### src/rtl/console_tty_writer_pkg.sv
// Shared constants for the console TTY writer: default geometry, control codes, FSM encodings.
// Build option: define CONSOLE_TTY_AUTOSCROLL_EN to scroll at the bottom row instead of wrapping.
package console_pkg;

  localparam int DEF_NUM_ROWS = 3;
  localparam int DEF_NUM_COLS = 10;

  localparam logic [7:0] CH_BS    = 8'h08;
  localparam logic [7:0] CH_LF    = 8'h0A;
  localparam logic [7:0] CH_FF    = 8'h0C;
  localparam logic [7:0] CH_CR    = 8'h0D;
  localparam logic [7:0] CH_SPACE = 8'h20;

  localparam logic [1:0] ST_IDLE   = 2'd0;
  localparam logic [1:0] ST_PUT    = 2'd1;
`ifdef CONSOLE_TTY_AUTOSCROLL_EN
  localparam logic [1:0] ST_SCROLL = 2'd2;
`endif
  localparam logic [1:0] ST_CLEAR  = 2'd3;

  function automatic logic is_printable(input logic [7:0] c);
    return (c >= 8'h20) && (c <= 8'h7E);
  endfunction

endpackage

### src/rtl/console_tty_writer_if.sv
// Character input handshake plus text-buffer write/read port bundle for the console TTY writer.
interface console_tty_writer_if #(
  parameter int NUM_ROWS = console_pkg::DEF_NUM_ROWS,
  parameter int NUM_COLS = console_pkg::DEF_NUM_COLS
);
  localparam int AW = $clog2(NUM_ROWS * NUM_COLS);

  logic          in_valid;
  logic [7:0]    in_char;
  logic          in_ready;
  logic          buf_we;
  logic [AW-1:0] buf_addr;
  logic [6:0]    buf_wdata;
  logic [AW-1:0] buf_raddr;
  logic [6:0]    buf_rdata;

  modport master (
    input  in_valid, in_char, buf_rdata,
    output in_ready, buf_we, buf_addr, buf_wdata, buf_raddr
  );

  modport slave (
    output in_valid, in_char, buf_rdata,
    input  in_ready, buf_we, buf_addr, buf_wdata, buf_raddr
  );
endinterface

### src/rtl/console_tty_writer.sv
// Streams characters into a row/column text buffer, handling CR/LF/BS/FF and a blank-on-reset.
// Build option: CONSOLE_TTY_AUTOSCROLL_EN enables the SCROLL state (otherwise rows wrap to 0).
module console_tty_writer
  import console_pkg::*;
#(
  parameter int NUM_ROWS = DEF_NUM_ROWS,
  parameter int NUM_COLS = DEF_NUM_COLS
) (
  input  logic                        clk,
  input  logic                        rst_n,
  console_tty_writer_if.master        bus,
  output logic [$clog2(NUM_COLS)-1:0] cursor_col,
  output logic [$clog2(NUM_ROWS)-1:0] cursor_row
);
  localparam int CELLS = NUM_ROWS * NUM_COLS;
  localparam int AW    = $clog2(CELLS);
  localparam int CW    = $clog2(NUM_COLS);
  localparam int RW    = $clog2(NUM_ROWS);
  localparam logic [CW-1:0] LAST_COL  = CW'(NUM_COLS - 1);
  localparam logic [RW-1:0] LAST_ROW  = RW'(NUM_ROWS - 1);
  localparam logic [AW-1:0] LAST_CELL = AW'(CELLS - 1);
  localparam logic [6:0]    SPACE7    = CH_SPACE[6:0];

  logic          run_q;
  logic [1:0]    state_q, state_d;
  logic [AW-1:0] cnt_q, cnt_d;
  logic [CW-1:0] col_q, col_d;
  logic [RW-1:0] row_q, row_d;
  logic [6:0]    char_q, char_d;
  logic          newline;
  logic [AW-1:0] cur_addr;

  assign cur_addr   = AW'(int'(row_q) * NUM_COLS + int'(col_q));
  assign cursor_col = col_q;
  assign cursor_row = row_q;
  assign bus.in_ready = run_q && (state_q == ST_IDLE);

  always_comb begin
    state_d = state_q;
    cnt_d   = cnt_q;
    col_d   = col_q;
    row_d   = row_q;
    char_d  = char_q;
    newline = 1'b0;
    case (state_q)
      ST_IDLE: begin
        if (bus.in_valid) begin
          if (is_printable(bus.in_char)) begin
            char_d  = bus.in_char[6:0];
            state_d = ST_PUT;
          end else begin
            case (bus.in_char)
              CH_LF: newline = 1'b1;
              CH_CR: col_d = '0;
              CH_BS: if (col_q != '0) col_d = col_q - CW'(1);
              CH_FF: begin
                state_d = ST_CLEAR;
                cnt_d   = '0;
                col_d   = '0;
                row_d   = '0;
              end
              default: ;
            endcase
          end
        end
      end
      ST_PUT: begin
        state_d = ST_IDLE;
        if (col_q == LAST_COL) newline = 1'b1;
        else                   col_d   = col_q + CW'(1);
      end
`ifdef CONSOLE_TTY_AUTOSCROLL_EN
      ST_SCROLL,
`endif
      ST_CLEAR: begin
        if (cnt_q == LAST_CELL) begin
          state_d = ST_IDLE;
          cnt_d   = '0;
        end else begin
          cnt_d = cnt_q + AW'(1);
        end
      end
      default: state_d = ST_IDLE;
    endcase

    // A row advance off the bottom either scrolls or wraps to the top row.
    if (newline) begin
      col_d = '0;
      if (row_q != LAST_ROW) begin
        row_d = row_q + RW'(1);
      end else begin
`ifdef CONSOLE_TTY_AUTOSCROLL_EN
        state_d = ST_SCROLL;
        cnt_d   = '0;
`else
        row_d = '0;
`endif
      end
    end
  end

`ifdef CONSOLE_TTY_AUTOSCROLL_EN
  localparam int COPY = (NUM_ROWS - 1) * NUM_COLS;
  logic [6:0] rd_q;

  // Read address runs one cell ahead of the write counter; outside SCROLL it parks on the
  // first source cell so rd_q already holds it when SCROLL starts.
  always_comb begin
    bus.buf_raddr = '0;
    if (run_q && COPY > 0) begin
      if (state_q == ST_SCROLL && int'(cnt_q) + 1 < COPY)
        bus.buf_raddr = AW'(int'(cnt_q) + 1 + NUM_COLS);
      else
        bus.buf_raddr = AW'(NUM_COLS);
    end
  end

  always_ff @(posedge clk) begin
    if (!rst_n) rd_q <= '0;
    else        rd_q <= bus.buf_rdata;
  end
`else
  assign bus.buf_raddr = '0;
`endif

  always_comb begin
    bus.buf_we    = 1'b0;
    bus.buf_addr  = '0;
    bus.buf_wdata = '0;
    if (run_q) begin
      case (state_q)
        ST_PUT: begin
          bus.buf_we    = 1'b1;
          bus.buf_addr  = cur_addr;
          bus.buf_wdata = char_q;
        end
        ST_CLEAR: begin
          bus.buf_we    = 1'b1;
          bus.buf_addr  = cnt_q;
          bus.buf_wdata = SPACE7;
        end
`ifdef CONSOLE_TTY_AUTOSCROLL_EN
        ST_SCROLL: begin
          bus.buf_we    = 1'b1;
          bus.buf_addr  = cnt_q;
          bus.buf_wdata = (int'(cnt_q) < COPY) ? rd_q : SPACE7;
        end
`endif
        default: ;
      endcase
    end
  end

  // run_q holds the FSM for one cycle after reset so all outputs stay quiet until CLEAR starts.
  always_ff @(posedge clk) begin
    if (!rst_n) begin
      run_q   <= 1'b0;
      state_q <= ST_CLEAR;
      cnt_q   <= '0;
      col_q   <= '0;
      row_q   <= '0;
      char_q  <= '0;
    end else begin
      run_q <= 1'b1;
      if (run_q) begin
        state_q <= state_d;
        cnt_q   <= cnt_d;
        col_q   <= col_d;
        row_q   <= row_d;
        char_q  <= char_d;
      end
    end
  end

endmodule

### src/flat_wrapper.sv
// flat-port wrapper written by rule: the top's interface ports become plain ports
module console_tty_writer_flat import console_pkg::*;
#(
  parameter int NUM_ROWS = DEF_NUM_ROWS,
  parameter int NUM_COLS = DEF_NUM_COLS
)
  (clk, rst_n, cursor_col, cursor_row, bus_in_valid, bus_in_char, bus_buf_rdata, bus_in_ready, bus_buf_we, bus_buf_addr, bus_buf_wdata, bus_buf_raddr);
  console_tty_writer_if #(.NUM_ROWS(NUM_ROWS), .NUM_COLS(NUM_COLS)) bus_i ();
  input  logic clk;
  input  logic rst_n;
  output logic [$clog2(NUM_COLS)-1:0] cursor_col;
  output logic [$clog2(NUM_ROWS)-1:0] cursor_row;
  input wire logic [$bits(bus_i.in_valid)-1:0] bus_in_valid;
  input wire logic [$bits(bus_i.in_char)-1:0] bus_in_char;
  input wire logic [$bits(bus_i.buf_rdata)-1:0] bus_buf_rdata;
  output wire logic [$bits(bus_i.in_ready)-1:0] bus_in_ready;
  output wire logic [$bits(bus_i.buf_we)-1:0] bus_buf_we;
  output wire logic [$bits(bus_i.buf_addr)-1:0] bus_buf_addr;
  output wire logic [$bits(bus_i.buf_wdata)-1:0] bus_buf_wdata;
  output wire logic [$bits(bus_i.buf_raddr)-1:0] bus_buf_raddr;
  assign bus_i.in_valid = bus_in_valid;
  assign bus_i.in_char = bus_in_char;
  assign bus_i.buf_rdata = bus_buf_rdata;
  assign bus_in_ready = bus_i.in_ready;
  assign bus_buf_we = bus_i.buf_we;
  assign bus_buf_addr = bus_i.buf_addr;
  assign bus_buf_wdata = bus_i.buf_wdata;
  assign bus_buf_raddr = bus_i.buf_raddr;
  console_tty_writer #(.NUM_ROWS(NUM_ROWS), .NUM_COLS(NUM_COLS)) u_core (.clk(clk), .rst_n(rst_n), .bus(bus_i), .cursor_col(cursor_col), .cursor_row(cursor_row));
endmodule
### config.mk
export PLATFORM = sky130hd
export DESIGN_NAME = console_tty_writer_flat
export DESIGN_NICKNAME = d
export VERILOG_FILES = /design/src/rtl/console_tty_writer_pkg.sv /design/src/rtl/console_tty_writer_if.sv /design/src/rtl/console_tty_writer.sv /design/src/flat_wrapper.sv
export SDC_FILE = /design/constraint.sdc
export NUM_CORES = 1
export LEC_CHECK = 0
export BUFFER_PORTS_ARGS = -buffer_cell sky130_fd_sc_hd__clkbuf_2
export CORE_MARGIN = 2
export CORE_UTILIZATION = 35
export DETAILED_ROUTE_END_ITERATION = 7
export PLACE_DENSITY = 0.55
export SLEW_MARGIN = 20
export SYNTH_ARGS = -nofsm -noshare
export SYNTH_HDL_FRONTEND = slang
export SYNTH_SLANG_ARGS = --single-unit
### constraint.sdc
create_clock -name clk -period 2.5 [get_ports clk]
set_input_delay 0.5 -clock clk [delete_from_list [all_inputs] [get_ports clk]]
set_output_delay 0.5 -clock clk [all_outputs]
set_load 0.005 [all_outputs]
==> reports/qor.csv <==
stage,metric,value,unit
run_status,status,"complete, no violations",
detailed_routing,DR iter-0 viols,48,
clock_tree,CTS Sinks,21,
critical_path,Critical path buffers and inverters,2,
timing,Peak Freq,438.2,MHz
placed_design,Placed Area,1633,sq um
clock_tree,Clock Pin Slew Worst Setup and Hold Paths,0.09,ns
yosys,register area share after synthesis,29.02,%
global_route,vias in the first global route,1138,
placed_design,detailed placement HPWL,2.499,mm
yosys,Simple-Gate Fraction of Synth Area,28.67,%
critical_path,kind of critical path,reg2out,
yosys,Post-synth EDFFs,0,
yosys,Synth Area in Compound Gates,15.80,%
critical_path,CP required,2.00,ns
timing,final setup vio count,0,
detailed_routing,via count,1309,
cells_and_area,fin cells,255,
worst_hold_path,HP Class,reg2reg,
yosys,mapped cell area,1449,sq um
global_route,Overall Global Routing Usage,15.88,%
placed_design,PortBufs,30,
timing,Tmin final,2.282,ns
power_and_ir_drop,PwrDens,451.4,nW/um^2
critical_path,CP top delay family,adder cells,
clock_tree,Post-CTS Hold Buffers,0,
yosys,largest family of logic cells by synthesized area,simple AND/OR/NAND/NOR gates,
placed_design,dpl cells,251,
cells_and_area,final net count,234,
yosys,synthesized flop and latch total,21,
clock_tree,worst skew pair latency,0.27,ns
detailed_routing,TritonRoute pass-1 iters,4,
cells_and_area,layout cells sized above 1,22.44,%
floorplan,Starting Density,36.22,%
critical_path,Startpoint Class,flip-flop,
clock_tree,postcts setup bufs,0,
clock_tree,CTS buffer count,3,
power_and_ir_drop,peak supply drop,0.3271,mV
clock_tree,post_cts resized,0,
clock_tree,CTS tree,built,
floorplan,core area,4000,sq um
power_and_ir_drop,Psw,232.1,uW
global_route,largest net degree at the start of global routing,19,
critical_path,CP arrival,1.78,ns
yosys,mux share of post-synthesis cell area,7.599,%
critical_path,Critical-path top delay cell,dfxtp_2,
power_and_ir_drop,Comb power frac,20.9,%
power_and_ir_drop,Leak,0.0008024,uW
timing,Max-slew headroom,64.75,%
run,max cap viols,0,
floorplan,die area,4670,sq um
cells_and_area,final-layout fill cell count,414,
clock_tree,H-Tree Depth,1,
worst_hold_path,WHS Endpoint,u_core.cnt_q[4]$_SDFFE_PN0P_,
critical_path,crit path capture type,output pin,
detailed_routing,DR WL/cell,13.02,um
critical_path,critical-path maximum fanout,7,
worst_hold_path,critical hold path startpoint,u_core.cnt_q[4]$_SDFFE_PN0P_,
critical_path,worst reg2reg path endpoint,u_core.cursor_row[1]$_SDFFE_PN0P_,
global_route,initial antenna violation count,0,
yosys,Synth Flop Type,dfxtp_1,
timing,Worst-Margin Slew,0.5221,ns
yosys,xor/xnor share of the synthesized area,1.813,%
worst_hold_path,Min-Delay Path Depth,1,
critical_path,path depth of the worst reg2reg path,4,
yosys,library cells used by synthesis,45,
yosys,Mapped Cells,177,
floorplan,Ports,43,
clock_tree,Clock Tree Buf Depth,2,
yosys,area share of fa/ha/maj cells after synthesis,9.154,%
power_and_ir_drop,Flop pwr share,48.8,%
power_and_ir_drop,switching share of power,30.55,%
detailed_routing,drt total wl,3.319,mm
critical_path,CP peak stage delay,0.40,ns
power_and_ir_drop,Internal,527.6,uW
cells_and_area,post-route cell area,1683,sq um
cells_and_area,ANT cells,0,
detailed_routing,Vias/cell,5.133,
clock_tree,CTS root buf,clkbuf_8,
yosys,fraction of registers with async set/reset,0,%
timing,RSZ-0062 raised after global routing,no,
global_route,first-pass GRT wire length,5.589,mm
timing,final hold violation count,0,
power_and_ir_drop,clock share of power,30.3,%
cells_and_area,P&R area growth vs syn,16.15,%
detailed_routing,DRC,0,
timing,Final period util,91.28,%
critical_path,CP cell instances,ha_1 -> inv_1 -> fa_1 -> xor2_1 -> nor2_1 -> a21oi_1 -> nor2_1 -> clkbuf_2,
global_route,gr ovfl total,0,
detailed_routing,post-route ant nets,0,
yosys,YS warnings,0,
timing,setup tns final,0,ns
critical_path,"reg-to-reg slack, setup",0.58,ns
floorplan,Die Y,68.34,um
floorplan,# rows,23,
placed_design,GP Congestion,0.7690,
floorplan,Die W,68.34,um
yosys,Syn Area/Cell,8.186,sq um
timing,clock skew,0.008391,ns
critical_path,most frequent CP cell,nor2_1,
critical_path,RR Startpoint,u_core.state_q[0]$_SDFFE_PN1P_,
cells_and_area,Final Util,42.07,%
timing,final slew viol count,0,
cell usage after synthesis, types with 2 or more instances:
| cell | number | area share, % |
|---|---|---|
| dfxtp_1 | 21 | 29 |
| nor2_1 | 16 | 4.1 |
| nand2_1 | 14 | 3.6 |
| mux2i_1 | 11 | 7.6 |
| inv_1 | 10 | 2.6 |
| ha_1 | 9 | 7.8 |
| and3_1 | 8 | 3.5 |
| nor2b_1 | 8 | 3.5 |
| clkbuf_1 | 7 | 1.8 |
| nand3_1 | 7 | 2.4 |
| a21oi_1 | 6 | 2.1 |
| buf_4 | 5 | 2.6 |
| nand2b_1 | 3 | 1.3 |
| nand4_1 | 3 | 1.3 |
| o22ai_1 | 3 | 1.3 |
| o31ai_1 | 3 | 1.6 |
| a31oi_1 | 2 | 0.86 |
| a32o_1 | 2 | 1.4 |
| and4_1 | 2 | 1.2 |
| buf_2 | 2 | 0.69 |
| nor3_1 | 2 | 0.69 |
| nor3b_1 | 2 | 1.0 |
| nor4_1 | 2 | 0.86 |
| o211ai_1 | 2 | 1.0 |
| o21a_1 | 2 | 1.0 |
| o21ai_0 | 2 | 0.69 |
| o21ai_1 | 2 | 0.69 |
| o221ai_1 | 2 | 1.2 |
| or3b_2 | 2 | 1.2 |
| xnor2_1 | 2 | 1.2 |
power by group through the flow:
stage	clock network [uW]	registers, uW	logic (uW)
6_report	230	371	159
5_1_grt	254	374	183
4_1_cts	235	370	160
3_5_place_dp	0	378	160
3_3_place_gp	0	378	159
2_1_floorplan	0	369	119
worst max-delay path by stage:
stage	from	end	cells after the start
final	u_core.cursor_col[1]$_SDFFE_PN0P_	bus_buf_addr[3]	8
after global routing	u_core.cursor_row[1]$_SDFFE_PN0P_	bus_buf_addr[4]	7
after CTS	u_core.cursor_col[1]$_SDFFE_PN0P_	bus_buf_addr[3]	8
after detailed placement	bus_in_char[6]	u_core.cnt_q[2]$_SDFFE_PN0P_	6
after global placement	bus_in_char[6]	u_core.cnt_q[2]$_SDFFE_PN0P_	6
after floorplan	bus_in_char[6]	u_core.cnt_q[2]$_SDFFE_PN0P_	5
per-layer routing:
metal,track usage (%),routed length (um)
met1,22.81,1669
met2,24.39,1476
met3,3.947,154
met4,2.250,18
met5,0,0
per-stage QoR:
step | hold slack, ns | total power, uW | setup slack (ns)
after floorplan | 0.4491 | 487.4 | 0.3229
after global placement | 0.4921 | 536.6 | 0.1154
after detailed placement | 0.4820 | 537.5 | 0.1091
after CTS | 0.5121 | 765.9 | 0.1001
after global routing | 0.5426 | 811.1 | 0.03743
final | 0.5049 | 759.6 | 0.2179
layout make-up:
class | instances | area, sq um | area share, %
clock inverter | 1 | 5.005 | 0.2974
inverter | 10 | 37.54 | 2.230
clock buffer | 3 | 41.29 | 2.454
tap | 50 | 62.56 | 3.717
sequential | 21 | 424.2 | 25.20
timing repair buffer | 34 | 180.2 | 10.71
multi-input combinational | 136 | 932.1 | 55.39
logic make-up (layout without fill, tap and decap cells):
family                   count (synthesis)  after routing
AO/OA/AOI/OAI                           32             32
other                                    1              5
flip-flops                              21             21
adder cells (fa/ha/maj)                 10             10
AND/OR/NAND/NOR                         75             75
XOR/XNOR                                 3              3
buffers and inverters                   24             48
multiplexers                            11             11
state kept, by name (all words and copies together), names as in the netlist:
name	flops
u_core.char_q	7
u_core.cnt_q	5
u_core.cursor_col	4
u_core.cursor_row	2
u_core.run_q	1
u_core.state_q	2
placed cells by master, fill, tap and decap left out, types with 3 or more instances in the layout:
cell type / instances
dfxtp_2: 3
nor2b_1: 8
buf_4: 4
a21oi_1: 6
nand2_1: 14
clkbuf_8: 3
dfxtp_1: 18
nand3_1: 7
nand2b_1: 3
and3_1: 8
nor2_1: 16
nand4_1: 3
o22ai_1: 3
inv_1: 10
conb_1: 5
ha_1: 9
clkbuf_2: 30
mux2i_1: 11
o31ai_1: 3
Note: power is estimated with default switching activity, not from simulation.
